File: config.mk
export PLATFORM = sky130hd
export DESIGN_NAME = id_hazard_fwd
export DESIGN_NICKNAME = d
export VERILOG_FILES = /design/src/rtl/id_hazard_fwd_pkg.sv /design/src/rtl/fwd_sel.sv /design/src/rtl/id_hazard_fwd.sv
export SDC_FILE = /design/constraint.sdc
export NUM_CORES = 1
export LEC_CHECK = 0
export CAP_MARGIN = 10
export CORE_ASPECT_RATIO = 1.1
export CORE_MARGIN = 3
export CORE_UTILIZATION = 30
export CTS_BUF_LIST = sky130_fd_sc_hd__clkbuf_16
export DETAILED_ROUTE_END_ITERATION = 7
export HOLD_SLACK_MARGIN = 0.06
export SLEW_MARGIN = 20
export SYNTH_ARGS = -nofsm -noshare
export SYNTH_HDL_FRONTEND = slang
export SYNTH_SLANG_ARGS = --single-unit
File: constraint.sdc
create_clock -name clk -period 4.3 [get_ports clk]
set_input_delay 0.86 -clock clk [delete_from_list [all_inputs] [get_ports clk]]
set_output_delay 0.86 -clock clk [all_outputs]
set_load 0.02 [all_outputs]
File: src/rtl/id_hazard_fwd_pkg.sv
// Shared constants for the decode-stage operand resolution and interlock unit.
// Holds the default widths, the latency encodings, and the scoreboard counter width.
package id_hazard_fwd_pkg;

  localparam int DATA_W_DEF  = 32;
  localparam int AREG_W_DEF  = 5;
  localparam int NFWD_DEF    = 2;
  localparam int MAX_LAT_DEF = 3;

  // Default scoreboard counter width, wide enough to hold MAX_LAT_DEF.
  localparam int SB_CW = $clog2(MAX_LAT_DEF + 1);

  localparam logic [DATA_W_DEF-1:0] ZERO_WORD    = '0;
  localparam logic [AREG_W_DEF-1:0] NOP_REG_ADDR = '0;

  typedef enum logic [SB_CW-1:0] {
    LAT_ALU  = 2'd0,
    LAT_LOAD = 2'd1,
    LAT_MUL  = 2'd2
  } lat_e;

endpackage

File: src/rtl/fwd_sel.sv
// Stateless priority mux for one read port: immediate, hard-wired zero register,
// youngest matching forwarding source, else the register-file data.
module fwd_sel
  import id_hazard_fwd_pkg::*;
#(
  parameter int DATA_W = DATA_W_DEF,
  parameter int AREG_W = AREG_W_DEF,
  parameter int NFWD   = NFWD_DEF
) (
  input  logic                     rd_en_i,
  input  logic [AREG_W-1:0]        rd_addr_i,
  input  logic [DATA_W-1:0]        rf_rdata_i,
  input  logic [DATA_W-1:0]        imm_i,
  input  logic [NFWD-1:0]          fwd_valid_i,
  input  logic [NFWD*AREG_W-1:0]   fwd_addr_i,
  input  logic [NFWD*DATA_W-1:0]   fwd_data_i,
  output logic [DATA_W-1:0]        op_o
);

  logic [NFWD-1:0]   hit;
  logic [DATA_W-1:0] src_data [NFWD];
  logic [DATA_W-1:0] fwd_val;

  for (genvar gi = 0; gi < NFWD; gi++) begin : g_src
    assign hit[gi]      = fwd_valid_i[gi] && (fwd_addr_i[gi*AREG_W +: AREG_W] == rd_addr_i);
    assign src_data[gi] = fwd_data_i[gi*DATA_W +: DATA_W];
  end

  // Walk oldest to youngest so the lowest matching index ends up winning.
  always_comb begin
    fwd_val = rf_rdata_i;
    for (int k = NFWD - 1; k >= 0; k--) begin
      if (hit[k]) begin
        fwd_val = src_data[k];
      end
    end
  end

  always_comb begin
    op_o = fwd_val;
    if (!rd_en_i) begin
      op_o = imm_i;
    end else if (rd_addr_i == '0) begin
      op_o = '0;
    end
  end

endmodule

File: src/rtl/id_hazard_fwd.sv
// Decode-stage operand resolution and interlock: forwards both operands and keeps a
// per-register countdown of cycles until a multi-cycle producer's result is forwardable.
module id_hazard_fwd
  import id_hazard_fwd_pkg::*;
#(
  parameter  int DATA_W  = DATA_W_DEF,
  parameter  int AREG_W  = AREG_W_DEF,
  parameter  int NFWD    = NFWD_DEF,
  parameter  int MAX_LAT = MAX_LAT_DEF,
  localparam int CW      = $clog2(MAX_LAT + 1),
  localparam int NREGS   = 2 ** AREG_W
) (
  input  logic                     clk,
  input  logic                     rst,
  input  logic                     hold_i,
  input  logic                     flush_i,
  input  logic                     issue_i,
  input  logic                     issue_wreg_i,
  input  logic [AREG_W-1:0]        issue_wd_i,
  input  logic [CW-1:0]            issue_lat_i,
  input  logic                     rd1_en_i,
  input  logic [AREG_W-1:0]        rd1_addr_i,
  input  logic [DATA_W-1:0]        rf_rdata1_i,
  input  logic [DATA_W-1:0]        imm1_i,
  input  logic                     rd2_en_i,
  input  logic [AREG_W-1:0]        rd2_addr_i,
  input  logic [DATA_W-1:0]        rf_rdata2_i,
  input  logic [DATA_W-1:0]        imm2_i,
  input  logic [NFWD-1:0]          fwd_valid_i,
  input  logic [NFWD*AREG_W-1:0]   fwd_addr_i,
  input  logic [NFWD*DATA_W-1:0]   fwd_data_i,
  output logic [DATA_W-1:0]        op1_o,
  output logic [DATA_W-1:0]        op2_o,
  output logic                     stallreq_o,
  output logic [NREGS-1:0]         busy_o
);

  logic [CW-1:0]     cnt_q [NREGS];
  logic [CW-1:0]     cnt_d [NREGS];
  logic [CW-1:0]     lat_sat;
  logic [31:0]       lat_ext;
  logic              issue_hit;
  logic [NREGS-1:0]  busy_raw;
  logic              rd1_stall;
  logic              rd2_stall;
  logic [DATA_W-1:0] op1_sel;
  logic [DATA_W-1:0] op2_sel;

  fwd_sel #(.DATA_W(DATA_W), .AREG_W(AREG_W), .NFWD(NFWD)) u_sel1 (
    .rd_en_i     (rd1_en_i),
    .rd_addr_i   (rd1_addr_i),
    .rf_rdata_i  (rf_rdata1_i),
    .imm_i       (imm1_i),
    .fwd_valid_i (fwd_valid_i),
    .fwd_addr_i  (fwd_addr_i),
    .fwd_data_i  (fwd_data_i),
    .op_o        (op1_sel)
  );

  fwd_sel #(.DATA_W(DATA_W), .AREG_W(AREG_W), .NFWD(NFWD)) u_sel2 (
    .rd_en_i     (rd2_en_i),
    .rd_addr_i   (rd2_addr_i),
    .rf_rdata_i  (rf_rdata2_i),
    .imm_i       (imm2_i),
    .fwd_valid_i (fwd_valid_i),
    .fwd_addr_i  (fwd_addr_i),
    .fwd_data_i  (fwd_data_i),
    .op_o        (op2_sel)
  );

  // Compared at 32 bits so encodings above MAX_LAT clamp even when CW has spare codes.
  assign lat_ext   = 32'(issue_lat_i);
  assign lat_sat   = (lat_ext > 32'(MAX_LAT)) ? CW'(MAX_LAT) : issue_lat_i;
  assign issue_hit = issue_i && issue_wreg_i && (issue_wd_i != '0);

  always_comb begin
    for (int r = 0; r < NREGS; r++) begin
      cnt_d[r] = cnt_q[r];
      if (flush_i) begin
        cnt_d[r] = '0;
      end else if (!hold_i) begin
        cnt_d[r] = (cnt_q[r] != '0) ? cnt_q[r] - CW'(1) : '0;
        // WAW: keep whichever wait is longer.
        if (issue_hit && (issue_wd_i == AREG_W'(r)) && (lat_sat > cnt_d[r])) begin
          cnt_d[r] = lat_sat;
        end
      end
    end
  end

  always_ff @(posedge clk) begin
    for (int r = 0; r < NREGS; r++) begin
      if (rst) begin
        cnt_q[r] <= '0;
      end else begin
        cnt_q[r] <= cnt_d[r];
      end
    end
  end

  for (genvar gi = 0; gi < NREGS; gi++) begin : g_busy
    assign busy_raw[gi] = |cnt_q[gi];
  end

  assign rd1_stall = rd1_en_i && (rd1_addr_i != '0) && (cnt_q[rd1_addr_i] != '0);
  assign rd2_stall = rd2_en_i && (rd2_addr_i != '0) && (cnt_q[rd2_addr_i] != '0);

  assign stallreq_o = rst ? 1'b0 : (rd1_stall || rd2_stall);
  assign busy_o     = rst ? '0 : busy_raw;
  assign op1_o      = rst ? '0 : op1_sel;
  assign op2_o      = rst ? '0 : op2_sel;

endmodule
After elaboration in Yosys (flattened, before gate mapping)
Memories as Yosys holds them, arrays and structs flattened.
Index checks and enable logic that the tools add are counted.
{"block": "word_totals", "ramBits": 64, "in_bits": 229, "n_memories": 1, "register_bits": 0, "output_inout_bits": 97, "word_cells": 456}
{"block": "op_classes", "eq_ne": 35, "order_cmp": 33, "n_addsub": 32, "reduce_logical": 147, "bitwise": 32, "mux": 176}
{"name": "cnt_q", "depth": 32, "width": 2, "read_ports": 34, "rd_clocked_by_memory_dff": 0, "wr": 32, "line_no": "id_hazard_fwd.sv:38", "rtl": "logic [CW-1:0] cnt_q [NREGS];"}
{"op": "2-to-1 mux 32 bit", "n": 11}
{"op": "2-to-1 mux 2 bit", "n": 161}
{"op": "== test 5 bit (second input constant)", "n": 16}
{"op": "logical AND 1 bit", "n": 74}
{"op": "nonzero test 2 bit", "n": 34}
{"op": "greater-than comparator 2 bit", "n": 32}
{"op": "OR reduction 2 bit", "n": 32}
{"op": "subtractor 2 x 1 -> 2 bit (second input constant)", "n": 32}
{"op": "== test 5 x 4 -> 1 bit (second input constant)", "n": 8}
{"op": "OR 1 bit", "n": 32}
{"op": "== test 5 x 3 -> 1 bit (second input constant)", "n": 4}
{"op": "== test 5 bit", "n": 4}
{"op": "logical NOT 5 bit", "n": 3}
{"op": "nonzero test 5 bit", "n": 3}
{"op": "== test 5 x 2 -> 1 bit (second input constant)", "n": 2}
{"op": "== test 5 x 1 -> 1 bit (second input constant)", "n": 1}
{"op": "2-to-1 mux 1 bit", "n": 4}
{"op": "greater-than comparator 2 bit (second input constant)", "n": 1}
{"op": "logical OR 1 bit", "n": 1}

Longest topological paths before layout
An unclocked memory read counts as a cell.
{"block": "logic_depth", "depth_word": 9, "mapped_depth": 8, "ltp_nobuf": 7}

Cells and area by module
A second synthesis with hierarchy kept.
{"block": "hier_totals", "cells_unflattened": 1112, "area_unflattened_um2": 8117.8}
{"module": "id_hazard_fwd", "area_per_inst_um2": 5908.2, "instances": 1, "cells_each": 794, "seq_area_each_um2": 1281.2}
{"module": "fwd_sel", "area_per_inst_um2": 1104.8, "instances": 2, "cells_each": 159, "seq_area_each_um2": 0.0}

Least setup slack after synthesis
No wires, ideal clock.
{"block": "synth_timing", "path_type": "input-to-output", "startpoint": "in rd1_addr_i[2]", "endpoint": "out op1_o[11]", "t_arrival_ns": 2.598, "path_slack_ns": 0.842, "required_ns": 3.440, "stages": 8, "cell_sequence": "clkbuf_1 -> xnor2_1 -> and4_1 -> clkbuf_1 -> clkbuf_1 -> nand3_1 -> and3_1 -> o21ai_0"}
{"block": "synth_via", "elab_chain_len": 7}
{"item": "start, declared", "line_no": "id_hazard_fwd.sv:22", "rtl": "input logic [AREG_W-1:0] rd1_addr_i,"}
{"item": "== test 5 bit", "line_no": "fwd_sel.sv:25", "rtl": "assign hit[gi] = fwd_valid_i[gi] && (fwd_addr_i[gi*AREG_W +: AREG_W] == rd_addr_i);"}
{"item": "logical AND 1 bit", "line_no": "fwd_sel.sv:25"}
{"item": "2-to-1 mux 32 bit (2 in a row)", "line_no": "fwd_sel.sv:33", "rtl": "if (hit[k]) begin"}
{"item": "2-to-1 mux 32 bit *", "line_no": "fwd_sel.sv:43", "rtl": "end else if (rd_addr_i == '0) begin"}
{"item": "2-to-1 mux 32 bit *", "line_no": "fwd_sel.sv:41", "rtl": "if (!rd_en_i) begin"}
{"item": "2-to-1 mux 32 bit *", "line_no": "id_hazard_fwd.sv:110", "rtl": "assign op1_o = rst ? '0 : op1_sel;"}
{"item": "end, declared", "line_no": "id_hazard_fwd.sv:32", "rtl": "output logic [DATA_W-1:0] op1_o,"}
Mark *: on every way between the ends. The rest lies on a longest branch, timed or not.

Worst setup path after layout
{"block": "layout_timing", "startpoint": "in rd1_addr_i[4]", "endpoint": "out op1_o[12]"}
The elaborated chain is that of the path after synthesis.

==> results.md <==
* H-tree levels at 3
* Via count at ~10,000
* CP Launch Point: rd1_addr_i[4]
* Warnings from Yosys at 0
* WHS Path Cells at 2
* Flop-to-flop setup slack at 2.37 ns
* Mapped Avg Cell Area at approximately 6.8 um2
* Port bufs at 325
* Initial antenna violation count at 9
* Gr usage total at between 20% and 30%
* Post-DR wirelength/cell at about 21 um
* Post-Syn Nets at 1,485
* Post-synth cell types at 64
* PD cells at between 150 and 200 mW/mm2
* Crit-path leading delay family: buffers and inverters
* Vias in the first global route at a little under 10,000
* First-pass GRT wire length at around 58 mm
* Clk slew on worst S/H paths at roughly 0.050 ns
* Hold path start: cnt_q[0][1]
* WHS at between 0.4 and 0.5 ns
* Critical path depth at 8
* CTS tree: built
* Cells after Synth at ~1,200
* Max VDD drop at approximately 0.13 mV
* Post-synth top flop: dfxtp_1
* Place WS at -0.194 ns
* Drt first pass iters at 5
* Die Width at 162 um
* Static leakage at ~0.0045 uW
* Outcome: complete, no violations
* Share of cells above drive strength 1 at 6.89%
* CP Max Fanout at 39
* Final Setup Violations at 0
* Critical path class: primary input to output pin
* Crit. End Element: output pin
* CP arrival at about 3.4 ns
* Yosys reg bits at 64
* RePlAce Congestion at just over 0.9
* CTS Sinks at 64
* Type of the most critical hold path: flop to flop
* Mapped cell area at slightly above 0.008 mm2
* Largest register FFs at 64
* Initial DRC count at approximately 600
* Slew Viols, Final at 0
* CP Launch Type: primary input
* Clk Latency, worst-skew pair at approximately 0.33 ns
* PnR worst setup slack at around 0.091 ns
* CTS Buf Count at 9
* Maximum clock frequency at about 240 MHz
* Avg Vias per Cell at 5.53
* # IOs at around 330
* Grt ovf at 0
* Setup Fix Bufs, Post-CTS at 0
* WP data required at ~3.4 ns
* MaxCap Viol Count at 0
* Area delta synth->final at 53.0%
* Hpwl dp at between 30 and 40 mm
* Crit-path cells: clkdlybuf4s50_1 -> xor2_1 -> nor4_1 -> nand3_2 -> buf_12 -> and3_1 -> o21ai_0 -> clkdlybuf4s50_1
* Period utilization at between 90 and 100%
* DRC at 0
* Clk_skew at 0.00433 ns
* CTS Root Cell: clkbuf_16
* Reg2reg start: cnt_q[7][1]
* Clock tree buffer depth at 2
* Crit-path slowest cell: clkdlybuf4s50_1
* Most used cell, CP: clkdlybuf4s50_1
* Drt total wl at roughly 39 mm
* Period minus WS final at 4.21 ns
* Worst path max stage delay at ~0.64 ns
* Filler cell count at roughly 2,600
* Seq/Total Area, Yosys at 15.9%
* Biggest regs: cnt_q: 64 flops
* Core area at roughly 0.026 mm2
* Reg2Reg Depth at 6
* Number of enable flip-flop cells after synthesis at 0
* Post-route ant nets at 0
* CTS Hold Bufs at 0
* Relative slew slack at between 40 and 50%
* Largest net degree at the start of global routing at between 80 and 90
* RSZ-0062 raised after global routing: no
* Initial core utilization at ~31%
* Num rows at a little over 60
* Async set or reset register ratio after synthesis at 0%
* Final hold violations at 0
* Die height at 178 um
* Nets at 1,783
* Buf/Inv on CP at 3
* Full die area at approximately 0.029 mm2
* Slew at the pin closest to its max-slew limit at approximately 0.9 ns
* Biggest register: cnt_q
## synth_stat cells (16+ instances only)
cell	count	area (um2)
ha_1	62	776
o211ai_1	16	120
nor2b_1	51	319
nor4_1	16	100
nand2_1	142	533
o21ai_0	146	731
o21ai_1	47	235
nand3_1	36	180
dfxtp_1	64	1280
mux2i_1	25	250
nor3_1	25	125
nor2_1	120	450
inv_1	20	75.1
a211oi_1	58	435
and3_1	65	407
clkbuf_1	85	319
a21oi_1	39	195
## per-layer routing
layer	up-vias	wire length, um	GRT usage (%)
li1	4966	-	-
met1	4849	15900	31.6
met2	372	19400	45.4
met3	67	2570	4.51
met4	2	1450	9.67
met5	-	12	0
## stage by stage
stage | cells | utilization [%] | cell area, um2 | TNS, ns | power [uW]
2_1_floorplan | 1194 | - | 8070 | 0 | 1000
3_3_place_gp | 1833 | 45.7 | 12000 | -1.27 | 1500
6_report | 1856 | 46.9 | 12300 | 0 | 2210
4_1_cts | 1848 | 46.8 | 12300 | 0 | 2220
5_1_grt | 1856 | 46.9 | 12300 | 0 | 2320
3_5_place_dp | 1833 | 45.7 | 12000 | -0.995 | 1510
## worst register-to-register path, delay by kind of cell, from the launching register on
| family | cells | cell delay [ns] |
|---|---|---|
| and+or+nand+nor | 3 | 0.80 |
| DFF | 1 | 0.40 |
| adders and majority gates | 1 | 0.25 |
| muxes | 1 | 0.24 |
| AOI/OAI and AO/OA | 1 | 0.08 |
## cells by family (layout without fill, tap and decap cells)
group                    Yosys count  in the layout  share of synthesized area [%]
AND/OR/NAND/NOR                  512            512                           31.9
XOR/XNOR                          20             20                           2.17
flip-flops                        64             64                           15.9
buffers and inverters            119            421                           5.86
adder cells (fa/ha/maj)           62             62                           9.62
other                              0              8                              0
multiplexers                      30             30                           4.50
AO/OA/AOI/OAI                    387            387                           30.1
## where the power goes
group / leakage, uW / total [uW] / internal [uW] / switching [uW]
registers: 0.000518 / 614 / 602 / 12.4
logic: 0.00383 / 884 / 436 / 448
clock network: 0.000138 / 712 / 437 / 275
## path summary, 6_finish.rpt
check / endpoint
max: op1_o[12]
min: cnt_q[0][1]
max reg2reg: cnt_q[7][0]
min reg2reg: cnt_q[0][1]
## layout by cell type (no fill, tap or decap), types with 8 or more instances in the layout
cell,netlist,final
clkdlybuf4s50_1,0,313
o21ai_0,146,145
nand2_1,142,142
nor2_1,120,118
and3_1,65,64
dfxtp_1,64,64
ha_1,62,62
a211oi_1,58,58
nor2b_1,51,51
o21ai_1,47,48
buf_4,3,40
a21oi_1,39,38
nand3_1,36,35
nor3_1,25,25
mux2i_1,25,25
inv_1,20,20
o211ai_1,16,16
and2_1,15,15
nor4_1,16,15
buf_12,0,15
xor2_1,12,12
a21boi_0,11,11
o21a_1,11,11
clkbuf_16,0,9
diode_2,0,8
xnor2_1,8,8
dlygate4sd2_1,0,8
## cell type report
class / count / area, um2 / area share [%]
inverter: 23 / 86.3 / 0.700
timing repair buffer: 383 / 3890 / 31.5
antenna: 8 / 20.0 / 0.162
clock buffer: 9 / 225 / 1.83
clock inverter: 6 / 51.3 / 0.416
multi-input combinational: 1011 / 6350 / 51.4
tap: 352 / 440 / 3.57
sequential: 64 / 1280 / 10.4
## repair_timing
action / 4_1_cts / 5_1_grt
gates resized for setup: 11 / 7
setup endpoints to repair: 19 / 48
pin swaps: 0 / 0
Power figures use the tool's default switching activity.
